**config.mk**
```make
export PLATFORM = sky130hd
export DESIGN_NAME = pipeline_stall_ctrl
export DESIGN_NICKNAME = d
export VERILOG_FILES = /design/src/rtl/pipeline_stall_ctrl.sv
export SDC_FILE = /design/constraint.sdc
export NUM_CORES = 1
export LEC_CHECK = 0
export CORE_ASPECT_RATIO = 1.1
export CORE_UTILIZATION = 45
export CTS_CLUSTER_DIAMETER = 30
export DETAILED_ROUTE_END_ITERATION = 6
export PLACE_DENSITY = 0.84
export SLEW_MARGIN = 30
export SYNTH_ARGS = -nofsm -noshare
export SYNTH_HDL_FRONTEND = slang
export SYNTH_SLANG_ARGS = --single-unit
```
**constraint.sdc**
```tcl
create_clock -name clk -period 2.8 [get_ports clk]
set_input_delay 0.56 -clock clk [delete_from_list [all_inputs] [get_ports clk]]
set_output_delay 0.56 -clock clk [all_outputs]
set_load 0.005 [all_outputs]
```
**src/rtl/pipeline_stall_ctrl.sv**
```systemverilog
// pipeline_stall_ctrl
//   Stall/flush sequencer for the 5-stage pipeline. Merges the ID-stage
//   hazard flag, the EXE-stage branch decision and the MEM-stage memory
//   handshake into freeze/flush controls. A two-state FSM holds the whole
//   pipeline while a data-memory access is outstanding. Two saturating
//   counters record stall cycles and branch flushes.
//
// Ports
//   clk, rst        : clock, synchronous active-high reset
//   hazard          : ID-stage RAW hazard
//   branch_taken    : EXE-stage branch resolved taken
//   mem_req         : MEM-stage instruction needs data memory
//   mem_ready       : single-cycle pulse, memory access complete
//   cnt_clr         : synchronous clear of both counters
//   mem_start       : one-cycle pulse launching a memory access
//   freeze_if       : hold PC and IF/ID
//   freeze_all      : hold PC and every pipeline register
//   flush_if_id     : bubble into IF/ID
//   flush_id_exe    : bubble into ID/EXE
//   mem_busy        : FSM is waiting on memory (registered)
//   stall_cnt       : cycles with any freeze asserted (saturating)
//   flush_cnt       : branch flushes (saturating)
module pipeline_stall_ctrl #(
  parameter int CNT_W = 16
) (
  input  logic             clk,
  input  logic             rst,
  input  logic             hazard,
  input  logic             branch_taken,
  input  logic             mem_req,
  input  logic             mem_ready,
  input  logic             cnt_clr,
  output logic             mem_start,
  output logic             freeze_if,
  output logic             freeze_all,
  output logic             flush_if_id,
  output logic             flush_id_exe,
  output logic             mem_busy,
  output logic [CNT_W-1:0] stall_cnt,
  output logic [CNT_W-1:0] flush_cnt
);

  typedef enum logic {
    RUN      = 1'b0,
    MEM_WAIT = 1'b1
  } state_e;

  state_e           state_q, state_d;
  logic [CNT_W-1:0] stall_cnt_q, stall_cnt_d;
  logic [CNT_W-1:0] flush_cnt_q, flush_cnt_d;

  function automatic logic [CNT_W-1:0] sat_inc(input logic [CNT_W-1:0] v);
    if (&v) return v;
    else    return v + 1'b1;
  endfunction

  // Next state and combinational controls
  always_comb begin
    state_d      = state_q;
    mem_start    = 1'b0;
    freeze_if    = 1'b0;
    freeze_all   = 1'b0;
    flush_if_id  = 1'b0;
    flush_id_exe = 1'b0;
    if (!rst) begin
      unique case (state_q)
        RUN: begin
          // Memory access wins; hazard/branch re-resolve after the release.
          if (mem_req) begin
            mem_start  = 1'b1;
            freeze_all = 1'b1;
            state_d    = MEM_WAIT;
          end else if (branch_taken) begin
            flush_if_id  = 1'b1;
            flush_id_exe = 1'b1;
          end else if (hazard) begin
            freeze_if    = 1'b1;
            flush_id_exe = 1'b1;
          end
        end
        MEM_WAIT: begin
          // Release on the ready cycle so the pipeline advances on that edge.
          if (mem_ready) state_d = RUN;
          else           freeze_all = 1'b1;
        end
        default: state_d = RUN;
      endcase
    end
  end

  always_comb begin
    stall_cnt_d = stall_cnt_q;
    flush_cnt_d = flush_cnt_q;
    if (cnt_clr) begin
      stall_cnt_d = '0;
      flush_cnt_d = '0;
    end else begin
      if (freeze_if || freeze_all) stall_cnt_d = sat_inc(stall_cnt_q);
      if (flush_if_id)             flush_cnt_d = sat_inc(flush_cnt_q);
    end
  end

  // State and counter registers
  always_ff @(posedge clk) begin
    if (rst) begin
      state_q     <= RUN;
      stall_cnt_q <= '0;
      flush_cnt_q <= '0;
    end else begin
      state_q     <= state_d;
      stall_cnt_q <= stall_cnt_d;
      flush_cnt_q <= flush_cnt_d;
    end
  end

  assign mem_busy  = (state_q == MEM_WAIT);
  assign stall_cnt = stall_cnt_q;
  assign flush_cnt = flush_cnt_q;

endmodule

```
==> results of run 1 <==
## cell usage after synthesis
cell | count | area, µm²
sky130_fd_sc_hd__inv_1 | 6 | 22.5
sky130_fd_sc_hd__o31a_1 | 1 | 8.76
sky130_fd_sc_hd__o2111ai_1 | 3 | 26.3
sky130_fd_sc_hd__mux2i_1 | 5 | 50.1
sky130_fd_sc_hd__nor4b_1 | 1 | 8.76
sky130_fd_sc_hd__a2111o_1 | 1 | 11.3
sky130_fd_sc_hd__o41ai_1 | 1 | 8.76
sky130_fd_sc_hd__ha_1 | 2 | 25.0
sky130_fd_sc_hd__and3_1 | 4 | 25.0
sky130_fd_sc_hd__or4_1 | 15 | 113
sky130_fd_sc_hd__o21ai_1 | 1 | 5.00
sky130_fd_sc_hd__and4b_1 | 1 | 10.0
sky130_fd_sc_hd__nand3b_1 | 1 | 7.51
sky130_fd_sc_hd__a211o_1 | 1 | 8.76
sky130_fd_sc_hd__and2_1 | 3 | 18.8
sky130_fd_sc_hd__nand2b_1 | 1 | 6.26
sky130_fd_sc_hd__nor4_1 | 2 | 12.5
sky130_fd_sc_hd__nor2_1 | 8 | 30.0
sky130_fd_sc_hd__dfxtp_1 | 33 | 661
sky130_fd_sc_hd__nand4_1 | 11 | 68.8
sky130_fd_sc_hd__o211ai_1 | 1 | 7.51
sky130_fd_sc_hd__clkbuf_2 | 1 | 5.00
sky130_fd_sc_hd__nand2_1 | 18 | 67.6
sky130_fd_sc_hd__a31oi_1 | 1 | 6.26
sky130_fd_sc_hd__nand3_1 | 8 | 40.0
sky130_fd_sc_hd__nor4_2 | 1 | 12.5
sky130_fd_sc_hd__a21oi_1 | 21 | 105
sky130_fd_sc_hd__clkbuf_1 | 11 | 41.3
sky130_fd_sc_hd__or3_1 | 11 | 68.8
sky130_fd_sc_hd__o311ai_0 | 1 | 8.76
sky130_fd_sc_hd__or4b_4 | 1 | 13.8
sky130_fd_sc_hd__o311a_1 | 1 | 10.0
sky130_fd_sc_hd__nor2b_1 | 1 | 6.26
sky130_fd_sc_hd__o21ai_0 | 6 | 30.0
sky130_fd_sc_hd__and4_1 | 4 | 35.0
sky130_fd_sc_hd__a311oi_1 | 1 | 8.76
sky130_fd_sc_hd__or2_2 | 5 | 31.3
sky130_fd_sc_hd__nor3b_1 | 1 | 7.51
sky130_fd_sc_hd__o31ai_1 | 16 | 120
sky130_fd_sc_hd__nor3_1 | 6 | 30.0
sky130_fd_sc_hd__a211oi_1 | 4 | 30.0
sky130_fd_sc_hd__o21a_1 | 2 | 15.0
sky130_fd_sc_hd__a21o_1 | 1 | 7.51
sky130_fd_sc_hd__o211a_1 | 1 | 10.0
## critical path, stage by stage
cell and delay [ps]:
sky130_fd_sc_hd__clkdlybuf4s50_1 460, sky130_fd_sc_hd__or4b_4 560, sky130_fd_sc_hd__inv_1 90, sky130_fd_sc_hd__clkdlybuf4s50_1 490
## logic make-up (layout without fill, tap and decap cells)
kind of cell	after synthesis	count (layout)	share of synthesized area, %
DFF	33	33	35.8
muxes	5	5	2.71
AOI/OAI and AO/OA	64	64	23.2
buffers and inverters	18	68	3.73
adders and majority gates	2	2	1.36
and+or+nand+nor	103	103	33.2
## per-layer routing
| metal | track usage (%) | vias up | routed length, µm |
|---|---|---|---|
| met5 | 0 | - | 0 |
| met1 | 26.7 | 918 | 1980 |
| met4 | 9.04 | 0 | 45 |
| met2 | 35.5 | 49 | 2250 |
| li1 | - | 983 | - |
| met3 | 5.79 | 5 | 211 |
## how the worst min path moves through the flow
stage	startpoint	end	slack [ps]
6_report	stall_cnt[5]$_SDFFE_PP0P_	stall_cnt[5]$_SDFFE_PP0P_	480
5_1_grt	stall_cnt[5]$_SDFFE_PP0P_	stall_cnt[5]$_SDFFE_PP0P_	520
4_1_cts	stall_cnt[5]$_SDFFE_PP0P_	stall_cnt[5]$_SDFFE_PP0P_	490
3_5_place_dp	stall_cnt[5]$_SDFFE_PP0P_	stall_cnt[5]$_SDFFE_PP0P_	480
3_3_place_gp	stall_cnt[5]$_SDFFE_PP0P_	stall_cnt[5]$_SDFFE_PP0P_	480
2_1_floorplan	stall_cnt[5]$_SDFFE_PP0P_	stall_cnt[5]$_SDFFE_PP0P_	470
## power by group
| part | internal, mW | switching [mW] | total [mW] |
|---|---|---|---|
| clock network | 0.172 | 0.174 | 0.346 |
| logic | 0.0304 | 0.0318 | 0.0622 |
| registers | 0.471 | 0.00364 | 0.475 |
## per-stage QoR
step                power, mW  setup WS, ps  cells  hold slack [ps]  area (µm²)
finish                  0.883          78.7    327              483        2460
global route            0.918          16.9    327              523        2460
CTS                     0.892          70.8    327              491        2460
detailed placement      0.548          50.9    319              481        2380
global placement        0.546          97.9    319              479        2380
floorplan               0.515           563    225              468        1850
## area by class of cell
class | count | area [µm²] | share of cell area [%]
clock buffers | 6 | 72.6 | 2.95
clock inverters | 2 | 10.0 | 0.407
inverters | 6 | 22.5 | 0.915
multi-input cells | 174 | 1120 | 45.3
flip-flops and latches | 33 | 661 | 26.8
well taps | 52 | 65.1 | 2.64
repair buffers | 54 | 515 | 20.9
## state kept, by name, indices dropped and copies added (netlist names)
name / flops
mem_busy: 1
stall_cnt: 16
flush_cnt: 16
==> report_table.html, run 1 <==
<table>
<tr><th>Metric</th><th>Value</th></tr>
<tr><th colspan="2">Cells and area</th></tr>
<tr><td>Fraction of the core area covered by cells at the end of the flow</td><td>62.6%</td></tr>
<tr><td>Net total in the final layout</td><td>between 200 and 300</td></tr>
<tr><td>Layout cell share with drive strength beyond 1</td><td>8.73%</td></tr>
<tr><td>Top library cells by usage in the layout, fill and taps aside</td><td>44 x sky130_fd_sc_hd__clkdlybuf4s50_1, 33 x sky130_fd_sc_hd__dfxtp_1, 21 x sky130_fd_sc_hd__a21oi_1</td></tr>
<tr><td>Antenna cells</td><td>0</td></tr>
<tr><td>Post-synthesis to final-layout area growth</td><td>33.4%</td></tr>
<tr><td>Most frequent standard cell in the layout excluding fill and tap cells</td><td>sky130_fd_sc_hd__clkdlybuf4s50_1</td></tr>
<tr><td># fillers</td><td>362</td></tr>
<tr><th colspan="2">Timing</th></tr>
<tr><td>Final number of max-transition violations</td><td>0</td></tr>
<tr><td>Share of the cycle needed by the critical path after routing</td><td>between 90% and 100%</td></tr>
<tr><td>Final critical path time including I/O delays and setup</td><td>2720 ps</td></tr>
<tr><td>Total Negative Setup Slacks</td><td>0 ps</td></tr>
<tr><td>Number of setup violations in the final report</td><td>0</td></tr>
<tr><td>Setup repair after global routing missed its margin</td><td>no</td></tr>
<tr><td>Post-route clock skew</td><td>about 7 ps</td></tr>
<tr><td>Hold Fails Final Rpt</td><td>0</td></tr>
<tr><td>FMAX</td><td>~0.37 GHz</td></tr>
<tr><td>Slew margin rel.</td><td>a little over half</td></tr>
<tr><td>Actual transition at the worst max-transition pin</td><td>approximately 700 ps</td></tr>
<tr><th colspan="2">CTS</th></tr>
<tr><td>CTS clk-pin slew, worst paths</td><td>~60 ps</td></tr>
<tr><td>Clock tree from TritonCTS</td><td>yes</td></tr>
<tr><td>Post_cts resized</td><td>0</td></tr>
<tr><td>Number of buffers created by CTS</td><td>5</td></tr>
<tr><td>Number of buffers inserted for hold repair after clock tree synthesis</td><td>0</td></tr>
<tr><td>Largest buffer count on any clock path</td><td>2</td></tr>
<tr><td>Worst-Skew Late Latency</td><td>290 ps</td></tr>
<tr><td>Post-CTS setup buffer count</td><td>0</td></tr>
<tr><td>H-tree depth reported by CTS</td><td>2</td></tr>
<tr><td>Clock root buffer</td><td>sky130_fd_sc_hd__clkbuf_8</td></tr>
<tr><td>Clock net sink count</td><td>33</td></tr>
<tr><th colspan="2">Floorplan</th></tr>
<tr><td>Die Wd</td><td>about 63 µm</td></tr>
<tr><td>Full die area</td><td>approximately 4400 µm²</td></tr>
<tr><td>Die Y-Extent</td><td>between 60 and 70 µm</td></tr>
<tr><td>Area of the core</td><td>between 3000 and 4000 µm²</td></tr>
<tr><td>Top-level port count</td><td>45</td></tr>
<tr><td>Number of standard-cell rows in the floorplan</td><td>24</td></tr>
<tr><td>Initial cell density of the core</td><td>roughly 47%</td></tr>
<tr><th colspan="2">Setup path</th></tr>
<tr><td>CP Launch Type</td><td>input pin</td></tr>
<tr><td>Worst Path Class, Setup</td><td>in -&gt; out</td></tr>
<tr><td>Required time worst endpoint</td><td>approximately 2200 ps</td></tr>
<tr><td>Startpoint of the worst-slack reg-to-reg timing path</td><td>flush_cnt[0]$_SDFFE_PP0P_</td></tr>
<tr><td>Kind of end point of the critical path</td><td>output port</td></tr>
<tr><td>End of the worst register-to-register path</td><td>flush_cnt[6]$_SDFFE_PP0P_</td></tr>
<tr><td>Worst setup path endpoint</td><td>flush_if_id</td></tr>
<tr><td>Setup slack, reg-to-reg</td><td>between 700 and 800 ps</td></tr>
<tr><td>Peak fanout along the critical path</td><td>4</td></tr>
<tr><td>Data arrival at the endpoint of the critical path</td><td>2160 ps</td></tr>
<tr><td>Register-to-Register Path Depth</td><td>6</td></tr>
<tr><td>Timing startpoint of the critical path</td><td>mem_req</td></tr>
<tr><th colspan="2">Power</th></tr>
<tr><td>Power Dens Cells</td><td>359 nW/µm²</td></tr>
<tr><td>Leakage</td><td>approximately 0.75 nW</td></tr>
<tr><td>Worst VDD drop</td><td>~0.00029 V</td></tr>
<tr><th colspan="2">Global routing</th></tr>
<tr><td>Global-route wire length before repair</td><td>7.61 mm</td></tr>
<tr><td>Final global-route overflow total</td><td>0</td></tr>
<tr><td>Antenna violations before repair</td><td>0</td></tr>
<tr><td>Vias in the first global route</td><td>1741</td></tr>
<tr><td>Gr usage total</td><td>21.8%</td></tr>
<tr><td>Pin count of the biggest net entering global routing</td><td>24</td></tr>
<tr><th colspan="2">Job</th></tr>
<tr><td>Number of max-capacitance violations reported</td><td>0</td></tr>
<tr><th colspan="2">Logic synthesis</th></tr>
<tr><td>Sequential-to-total area share from yosys stat</td><td>between 30 and 40%</td></tr>
<tr><td>Post-synthesis register bit count</td><td>33</td></tr>
<tr><td>Average footprint of a synthesized cell</td><td>a little over 8 µm²</td></tr>
<tr><td>Number of instances in the synthesized netlist</td><td>225</td></tr>
<tr><td>Mapped Area</td><td>between 1500 and 2000 µm²</td></tr>
<tr><td>Distinct cell type count after synthesis</td><td>44</td></tr>
<tr><td>Ys Warns</td><td>0</td></tr>
<tr><td>Syn nets</td><td>234</td></tr>
<tr><th colspan="2">Detailed routing</th></tr>
<tr><td>WL final</td><td>4.48 mm</td></tr>
<tr><td>Mean number of vias per cell</td><td>~6</td></tr>
<tr><td>TritonRoute pass-1 iters</td><td>4</td></tr>
<tr><td>DR WL/cell</td><td>13.7 µm</td></tr>
<tr><td>Remaining antenna violation count</td><td>0</td></tr>
<tr><td>DRC violations left</td><td>0</td></tr>
<tr><td>Drt initial violations</td><td>163</td></tr>
<tr><td>Total via count in the routed design</td><td>about 2000</td></tr>
<tr><th colspan="2">Min path</th></tr>
<tr><td>Classification of the worst-slack hold path</td><td>reg -&gt; reg</td></tr>
<tr><td>Instance count along the most critical hold path</td><td>2</td></tr>
<tr><th colspan="2">Placement</th></tr>
<tr><td>Count of input and output buffers</td><td>44</td></tr>
<tr><td>Sum of net half-perimeters after detailed placement</td><td>roughly 3.2 mm</td></tr>
<tr><td>Final GP Congestion</td><td>roughly 0.85</td></tr>
<tr><th colspan="2">Run status</th></tr>
<tr><td>Status</td><td>finished clean</td></tr>
</table>
(Power assumes the default switching activity.)
==> run 2: changes to the inputs <==
CTS_BUF_LIST = sky130_fd_sc_hd__clkbuf_16   (was not set)
CTS_CLUSTER_SIZE = 20   (was not set)
==> report_table.html, run 2 (synthesis results as in run 1) <==
<table>
<tr><th>Metric</th><th>Value</th></tr>
<tr><th colspan="2">Run status</th></tr>
<tr><td>Status</td><td>finished clean</td></tr>
<tr><th colspan="2">Timing</th></tr>
<tr><td>Post-route clock skew</td><td>7.37 ps (+0.394 ps)</td></tr>
<tr><td>Tightest hold margin</td><td>485 ps (+1.74 ps)</td></tr>
<tr><td>Hold Fails Final Rpt</td><td>0 (unchanged)</td></tr>
<tr><td>Total Negative Setup Slacks</td><td>0 ps (unchanged)</td></tr>
<tr><td>Slew margin rel.</td><td>55.1% (+0.80 points)</td></tr>
<tr><td>Setup repair after global routing missed its margin</td><td>no</td></tr>
<tr><td>Final critical path time including I/O delays and setup</td><td>2720 ps (-1.96 ps)</td></tr>
<tr><td>Share of the cycle needed by the critical path after routing</td><td>97.1% (about the same)</td></tr>
<tr><td>Actual transition at the worst max-transition pin</td><td>668 ps (-11.9 ps)</td></tr>
<tr><td>Final number of max-transition violations</td><td>0 (unchanged)</td></tr>
<tr><td>FMAX</td><td>0.368 GHz (about the same)</td></tr>
<tr><td>Number of setup violations in the final report</td><td>0 (unchanged)</td></tr>
<tr><th colspan="2">Floorplan</th></tr>
<tr><td>Full die area</td><td>4360 µm² (unchanged)</td></tr>
<tr><td>Top-level port count</td><td>45 (unchanged)</td></tr>
<tr><td>Die Wd</td><td>63.1 µm (unchanged)</td></tr>
<tr><td>Initial cell density of the core</td><td>46.9% (unchanged)</td></tr>
<tr><td>Area of the core</td><td>3930 µm² (unchanged)</td></tr>
<tr><td>Number of standard-cell rows in the floorplan</td><td>24 (unchanged)</td></tr>
<tr><td>Die Y-Extent</td><td>69.2 µm (unchanged)</td></tr>
<tr><th colspan="2">Global routing</th></tr>
<tr><td>Antenna violations before repair</td><td>0 (unchanged)</td></tr>
<tr><td>Global-route wire length before repair</td><td>7.78 mm (+2.2%)</td></tr>
<tr><td>Pin count of the biggest net entering global routing</td><td>24 (unchanged)</td></tr>
<tr><td>Vias in the first global route</td><td>1746 (+0.29%)</td></tr>
<tr><td>Gr usage total</td><td>22.2% (+0.41 points)</td></tr>
<tr><td>Final global-route overflow total</td><td>0 (unchanged)</td></tr>
<tr><th colspan="2">Cells and area</th></tr>
<tr><td>Net total in the final layout</td><td>283 (unchanged)</td></tr>
<tr><td>Post-synthesis to final-layout area growth</td><td>36.5%</td></tr>
<tr><td>Fraction of the core area covered by cells at the end of the flow</td><td>64.0% (+1.4 points)</td></tr>
<tr><td># fillers</td><td>347 (-4.1%)</td></tr>
<tr><td>Most frequent standard cell in the layout excluding fill and tap cells</td><td>sky130_fd_sc_hd__clkdlybuf4s50_1</td></tr>
<tr><td>Layout cell share with drive strength beyond 1</td><td>8.73% (unchanged)</td></tr>
<tr><td>Final cell count without fillers</td><td>327 (unchanged)</td></tr>
<tr><td>Top library cells by usage in the layout, fill and taps aside</td><td>44 x sky130_fd_sc_hd__clkdlybuf4s50_1, 33 x sky130_fd_sc_hd__dfxtp_1, 21 x sky130_fd_sc_hd__a21oi_1</td></tr>
<tr><td>Antenna cells</td><td>0 (unchanged)</td></tr>
<tr><th colspan="2">Setup path</th></tr>
<tr><td>CP Launch Type</td><td>input pin</td></tr>
<tr><td>Worst Path Class, Setup</td><td>in -&gt; out</td></tr>
<tr><td>Data arrival at the endpoint of the critical path</td><td>2160 ps (about the same)</td></tr>
<tr><td>Timing startpoint of the critical path</td><td>mem_req</td></tr>
<tr><td>Required time worst endpoint</td><td>2240 ps (about the same)</td></tr>
<tr><td>Kind of end point of the critical path</td><td>output port</td></tr>
<tr><td>Startpoint of the worst-slack reg-to-reg timing path</td><td>mem_busy$_DFF_P_</td></tr>
<tr><td>Peak fanout along the critical path</td><td>4 (unchanged)</td></tr>
<tr><th colspan="2">Detailed routing</th></tr>
<tr><td>Drt initial violations</td><td>142 (-13%)</td></tr>
<tr><td>Mean number of vias per cell</td><td>6.09 (+1.8%)</td></tr>
<tr><td>DRC violations left</td><td>0 (unchanged)</td></tr>
<tr><td>Remaining antenna violation count</td><td>0 (unchanged)</td></tr>
<tr><td>TritonRoute pass-1 iters</td><td>4 (unchanged)</td></tr>
<tr><td>WL final</td><td>4.60 mm (+2.8%)</td></tr>
<tr><td>DR WL/cell</td><td>14.1 µm (+2.8%)</td></tr>
<tr><td>Total via count in the routed design</td><td>1991 (+1.8%)</td></tr>
<tr><th colspan="2">CTS</th></tr>
<tr><td>Number of buffers created by CTS</td><td>5 (unchanged)</td></tr>
<tr><td>Clock tree from TritonCTS</td><td>yes</td></tr>
<tr><td>Post-CTS setup buffer count</td><td>0 (unchanged)</td></tr>
<tr><td>Number of buffers inserted for hold repair after clock tree synthesis</td><td>0 (unchanged)</td></tr>
<tr><td>Clock root buffer</td><td>sky130_fd_sc_hd__clkbuf_16</td></tr>
<tr><td>CTS clk-pin slew, worst paths</td><td>50 ps (about the same)</td></tr>
<tr><td>Worst-Skew Late Latency</td><td>280 ps (about the same)</td></tr>
<tr><td>Largest buffer count on any clock path</td><td>2 (unchanged)</td></tr>
<tr><td>Post_cts resized</td><td>0 (unchanged)</td></tr>
<tr><td>H-tree depth reported by CTS</td><td>2 (unchanged)</td></tr>
<tr><td>Clock net sink count</td><td>33 (unchanged)</td></tr>
<tr><th colspan="2">Placement</th></tr>
<tr><td>Count of input and output buffers</td><td>44 (unchanged)</td></tr>
<tr><td>Sum of net half-perimeters after detailed placement</td><td>3.24 mm (unchanged)</td></tr>
<tr><td>Placed cell count</td><td>319 (unchanged)</td></tr>
<tr><td>Final GP Congestion</td><td>0.846 (unchanged)</td></tr>
<tr><th colspan="2">Min path</th></tr>
<tr><td>Classification of the worst-slack hold path</td><td>reg -&gt; reg</td></tr>
<tr><td>Start point of the worst hold path</td><td>stall_cnt[5]$_SDFFE_PP0P_</td></tr>
<tr><th colspan="2">Power</th></tr>
<tr><td>Leakage</td><td>0.780 nW (+4.0%)</td></tr>
<tr><td>Power Dens Cells</td><td>418 nW/µm² (+17%)</td></tr>
<tr><td>Overall power</td><td>1.05 mW (+19%)</td></tr>
<tr><td>Worst VDD drop</td><td>0.000336 V (+15%)</td></tr>
<tr><th colspan="2">Job</th></tr>
<tr><td>Number of max-capacitance violations reported</td><td>0 (unchanged)</td></tr>
</table>
==> run 2: cell types whose count changed in the layout (fill, tap and decap cells not counted), sizes merged <==
cell    change
clkbuf      -1
inv         +1
==> run 2: routing by layer <==
layer  vias to the layer above  wire, µm  track usage, %
met5                         -         0               0
met4                         0        43            8.27
met3                         5       219            4.97
met2                        62      2320            37.0
met1                       934      2020            27.4
li1                        990         -               -
==> run 2: power breakdown <==
part           total (mW)  switching, mW  leakage (nW)  internal, mW
sequential          0.476        0.00364         0.266         0.472
combinational      0.0623         0.0319         0.440        0.0304
clock               0.516          0.193        0.0748         0.322
==> run 2: path summary, 6_finish.rpt <==
kind         cells past startpoint                         end  slack, ps
min reg2reg                      2   stall_cnt[5]$_SDFFE_PP0P_        480
max reg2reg                      4  flush_cnt[11]$_SDFFE_PP0P_        740
max                              4                 flush_if_id         80
min                              2   stall_cnt[5]$_SDFFE_PP0P_        480
==> run 2: cell type report <==
type                            instances  area (µm²)  area share, %
Clock buffer                            5         125           4.97
Multi-Input combinational cell        174        1120           44.3
Tap cell                               52        65.1           2.58
Sequential cell                        33         661           26.2
Inverter                                6        22.5          0.894
Clock inverter                          3        13.8          0.546
Timing Repair Buffer                   54         515           20.5
==> run 2: worst max-delay path, stage by stage <==
cell and delay, ps:
sky130_fd_sc_hd__clkdlybuf4s50_1 460, sky130_fd_sc_hd__or4b_4 550, sky130_fd_sc_hd__inv_1 90, sky130_fd_sc_hd__clkdlybuf4s50_1 490
==> run 2: through the flow <==
stage	cell area, µm²	setup WS [ps]
final	2520	80.6
after CTS	2520	70.8
after global routing	2520	16.6
after floorplan	1850	563
after global placement	2380	97.9
after detailed placement	2380	50.9
==> run 3: changes to the inputs <==
ABC_CLOCK_PERIOD_IN_PS = 2800   (was not set)
==> results of run 3 <==
Same layout as run 2: the final DEF is identical, and so are final timing and power.
